[src/rtl/prbs31_seq_ctrl.sv]
// Command-driven PRBS31 byte sequencer; the LFSR step itself lives in an external datapath (prbs_cur -> prbs_nxt).
// Optional PRBS31_ERRINJ_EN: inj_err flips dout bit 0. Note rst_n is an active-high asynchronous reset.
module prbs31_seq_ctrl (
  input  logic        clk,
  input  logic        rst_n,
  input  logic        cmd_valid,
  input  logic [1:0]  cmd_op,
  input  logic [7:0]  cmd_data,
  output logic        cmd_ready,
  output logic        cmd_err,
  output logic [31:0] prbs_cur,
  input  logic [31:0] prbs_nxt,
  output logic [7:0]  dout,
  output logic        dout_valid,
  input  logic        dout_ready,
  output logic        busy,
  output logic        done,
  output logic        seed_err,
  input  logic        inj_err
);

  typedef enum logic {IDLE = 1'b0, RUN = 1'b1} state_t;

  localparam logic [1:0] OP_LOAD  = 2'b00;
  localparam logic [1:0] OP_LEN   = 2'b01;
  localparam logic [1:0] OP_START = 2'b10;
  localparam logic [1:0] OP_STOP  = 2'b11;

  state_t      state;
  logic [31:0] seed;
  logic [7:0]  len;
  logic [7:0]  cnt;
  logic        xfer;
  logic        stop_cmd;
  logic        last_xfer;

  assign cmd_ready = 1'b1;
  assign xfer      = dout_valid && dout_ready;
  assign stop_cmd  = cmd_valid && (cmd_op == OP_STOP);
  // len==0 is free-run, so only a nonzero length can end a run by itself
  assign last_xfer = xfer && (len != 8'd0) && (cnt == len - 8'd1);

  always_ff @(posedge clk or posedge rst_n) begin
    if (rst_n) begin
      state      <= IDLE;
      seed       <= 32'd0;
      len        <= 8'd0;
      cnt        <= 8'd0;
      prbs_cur   <= 32'd0;
      dout_valid <= 1'b0;
      busy       <= 1'b0;
      done       <= 1'b0;
      cmd_err    <= 1'b0;
      seed_err   <= 1'b0;
    end else begin
      done     <= 1'b0;
      cmd_err  <= 1'b0;
      seed_err <= 1'b0;
      case (state)
        IDLE: begin
          if (cmd_valid) begin
            case (cmd_op)
              OP_LOAD: seed <= {seed[23:0], cmd_data};
              OP_LEN:  len  <= cmd_data;
              OP_START: begin
                if (seed != 32'd0) begin
                  prbs_cur   <= seed;
                  cnt        <= 8'd0;
                  state      <= RUN;
                  dout_valid <= 1'b1;
                  busy       <= 1'b1;
                end else begin
                  seed_err <= 1'b1;
                end
              end
              default: ;
            endcase
          end
        end
        RUN: begin
          if (xfer) begin
            prbs_cur <= prbs_nxt;
            cnt      <= cnt + 8'd1;
          end
          if (cmd_valid && !stop_cmd) begin
            cmd_err <= 1'b1;
          end
          // STOP wins over a coincident final transfer and suppresses done
          if (stop_cmd || last_xfer) begin
            state      <= IDLE;
            dout_valid <= 1'b0;
            busy       <= 1'b0;
            done       <= !stop_cmd;
          end
        end
        default: state <= IDLE;
      endcase
    end
  end

`ifdef PRBS31_ERRINJ_EN
  assign dout = prbs_cur[7:0] ^ {7'b0, inj_err};
`else
  logic unused_inj;
  assign unused_inj = inj_err;
  assign dout       = prbs_cur[7:0];
`endif

endmodule

[config.mk]
export PLATFORM = sky130hd
export DESIGN_NAME = prbs31_seq_ctrl
export DESIGN_NICKNAME = d
export VERILOG_FILES = /design/src/rtl/prbs31_seq_ctrl.sv
export SDC_FILE = /design/constraint.sdc
export NUM_CORES = 1
export LEC_CHECK = 0
export BUFFER_PORTS_ARGS = -buffer_cell sky130_fd_sc_hd__buf_2
export CAP_MARGIN = 0
export CORE_MARGIN = 1.5
export CORE_UTILIZATION = 40
export CTS_CLUSTER_DIAMETER = 50
export DETAILED_ROUTE_END_ITERATION = 7
export PLACE_DENSITY = 0.69
export SYNTH_ARGS = -nofsm -noshare
export SYNTH_HDL_FRONTEND = slang
export SYNTH_SLANG_ARGS = --single-unit
[constraint.sdc]
create_clock -name clk -period 3.2 [get_ports clk]
set_clock_uncertainty 0.1 [all_clocks]
set_input_delay 0.64 -clock clk [delete_from_list [all_inputs] [get_ports clk]]
set_output_delay 0.64 -clock clk [all_outputs]
set_load 0.005 [all_outputs]
==> results.py <==
metrics = {
    "run": {
        "maxCapViolCount": 0,
    },
    "route": {
        "via_per_inst": 5.31,
        "first_iter_violations": 156,
        "post-route-drc-count": 0,
        "wire_per_inst_um": 16.5,
        "met3_length_um": 414,
        "wl_met1_um": 4550,
        "num_vias": 3046,
        "drt-total-wl_um": 9480,
        "dr.pass1.iters": 4,
        "ant_nets": 0,
        "dr.max_layer_used": "met4",
        "dr_wl_met2_um": 4350,
    },
    "clock_tree": {
        "post_cts_resized": 0,
        "clk_pin_slew_ns": 0.10,
        "clkSinkCount": 85,
        "cts_buffer_depth": 2,
        "clk_latency_ns": 0.36,
        "numCtsBuffers": 9,
        "post-cts-setup-buffers": 0,
        "tritoncts": "yes",
        "cts_hold_buf": 0,
        "htreeDepth": 3,
        "root_buffer": "clkbuf_8",
    },
    "synth": {
        "yosysWarningCount": 0,
        "synth_ff_type": "dfrtp_1",
        "synth-edff-count": 0,
        "yosysSeqAreaShare_pct": 52.4,
        "postSynth.asyncResetShare_pct": 100,
        "synth_cell_types": 45,
        "synth_cells": 358,
        "syn-num-nets": 408,
        "ys_ff_latch": 85,
        "avgSynthCellArea_um2": 11.3,
        "syn_area_um2": 4060,
    },
    "setup_path": {
        "ff2ff_setup_slack_ns": 0.73,
        "r2r-end": "cnt[4]$_DFFE_PP0P_",
        "path_class": "flip-flop to flip-flop",
        "crit_start": "seed[2]$_DFFE_PP0P_",
        "cp_data_required_time_ns": 3.39,
        "cp_max_fo": 47,
        "worstReg2RegStart": "seed[2]$_DFFE_PP0P_",
        "crit_path_end": "cnt[4]$_DFFE_PP0P_",
        "ff2ff_path_depth": 6,
        "startpoint_type": "flip-flop",
        "arrival_ns": 2.66,
        "endpoint_kind": "flip-flop",
    },
    "final_layout": {
        "final_cell_mix": "90 x buf_2, 84 x dfrtp_1, 41 x nand3_1, 37 x o21ai_0, 36 x mux2_2",
        "nets": 486,
        "instances_no_fill": 574,
        "diodes": 0,
        "drive_gt1_share_pct": 35.8,
        "layout_commonest_cell": "buf_2",
        "synthToLayoutAreaGrowth_pct": 17.9,
    },
    "grt": {
        "grt_max_degree": 86,
        "grt_pass1_wl_um": 15700,
        "grt_pass1_vias": 2985,
        "grt_usage_pct": 18.3,
        "gr-total-overflow": 0,
        "antenna_found_initial": 0,
    },
    "floorplan": {
        "pin_count": 93,
        "dieArea_um2": 10800,
        "start_util_pct": 41.3,
        "die-height_um": 104,
        "core_um2": 9820,
        "row_count": 36,
        "die_w_um": 104,
    },
    "placement": {
        "gp_congestion": 0.800,
        "dpl.hpwl_um": 6770,
        "dp.cells": 558,
        "place_ws_ns": 0.794,
        "portBuffers": 90,
    },
    "sta": {
        "max_freq_ghz": 0.404,
        "period_minus_slack_ns": 2.47,
        "rsz0062_at_grt": "false",
        "finalSetupTns_ns": 0,
        "period_share_pct": 77.3,
        "slew_violations": 0,
        "hold_viol": 0,
        "holdWs_ns": 0.240,
        "fin_ws_ns": 0.727,
        "setup_viol": 0,
    },
    "power_and_ir_drop": {
        "p_leak_nw": 2.26,
        "vdd_drop_max_mv": 0.331,
        "p_per_area_nw_per_um2": 830,
    },
    "min_path": {
        "hold_path.class": "input pin to async pin",
    },
    "outcome": {
        "outcome": "completed",
    },
}
[flip-flops by register name, indices dropped and copies added, names as in the netlist]
signal / flops
state: 1
prbs_cur: 32
cmd_err: 1
cnt: 8
seed_err: 1
done: 1
len: 8
busy: 1
seed: 32
[cells in the mapped netlist, drive strengths merged (2+ instances only)]
library cell | count | share of area [%]
dfrtp | 85 | 52
nand3 | 41 | 5.1
o21ai | 41 | 5.1
mux2 | 36 | 10
mux2i | 32 | 7.9
buf | 24 | 3.7
nand2 | 16 | 1.5
inv | 10 | 0.92
nor4 | 10 | 1.9
clkbuf | 8 | 0.83
o211ai | 7 | 1.3
xnor2 | 6 | 1.3
nor3 | 4 | 0.49
xor2 | 4 | 0.86
ha | 3 | 0.92
nand4 | 3 | 0.46
nor3b | 3 | 0.55
or4b | 3 | 0.74
a21oi | 2 | 0.25
nor2 | 2 | 0.18
[layout make-up]
type                            instances  area (um^2)
Clock buffer                            9          124
Timing Repair Buffer                   99          531
Inverter                               10         38.8
Tap cell                              133          166
Sequential cell                        85         2130
Multi-Input combinational cell        231         1730
Fill cell                             948         5030
Clock inverter                          7         72.6
[through the flow]
step                power [mW]  area, um^2  utilization (%)
floorplan                 2.74        4060                -
global placement          3.17        4590             46.8
detailed placement        3.24        4590             46.8
CTS                       4.00        4790             48.8
global route              4.25        4790             48.8
finish                    3.98        4790             48.8
[cells by family after synthesis]
| family | after synthesis | synth area share, % |
|---|---|---|
| xor+xnor | 10 | 2.16 |
| flops | 85 | 52.4 |
| other cells | 1 | 0.0924 |
| fa+ha+maj | 3 | 0.925 |
| compound gates | 60 | 8.69 |
| simple gates | 89 | 12.4 |
| mux | 68 | 17.9 |
| buf+inv | 42 | 5.45 |
[critical path, stage by stage (launching register included)]
cell,delay (ns)
dfrtp_1,0.46
nor4_1,0.44
nand4_1,0.23
o21ai_4,0.17
buf_4,0.43
or4b_1,0.48
nand2_1,0.08
[worst min path at each step]
stage	from	to	slack (ns)
after CTS	rst_n	prbs_cur[15]$_DFFE_PP0P_	0.29
after detailed placement	prbs_cur[16]$_DFFE_PP0P_	prbs_cur[16]$_DFFE_PP0P_	0.39
after floorplan	prbs_cur[10]$_DFFE_PP0P_	prbs_cur[10]$_DFFE_PP0P_	0.39
final	rst_n	prbs_cur[15]$_DFFE_PP0P_	0.24
after global routing	rst_n	prbs_cur[15]$_DFFE_PP0P_	0.30
after global placement	prbs_cur[14]$_DFFE_PP0P_	prbs_cur[14]$_DFFE_PP0P_	0.38
[report_power, final]
part | switching [mW] | internal (mW) | leakage [nW] | total [mW]
Sequential | 0.461 | 1.51 | 1.07 | 1.98
Clock | 0.406 | 0.364 | 0.0960 | 0.769
Combinational | 0.558 | 0.673 | 1.10 | 1.23
Total | 1.43 | 2.55 | 2.26 | 3.98
[layer usage]
layer	track usage (%)	vias up
met2	28.6	80
met5	0	-
met3	3.15	9
li1	-	1448
met4	5.95	0
met1	26.0	1509
(Power assumes the default switching activity.)
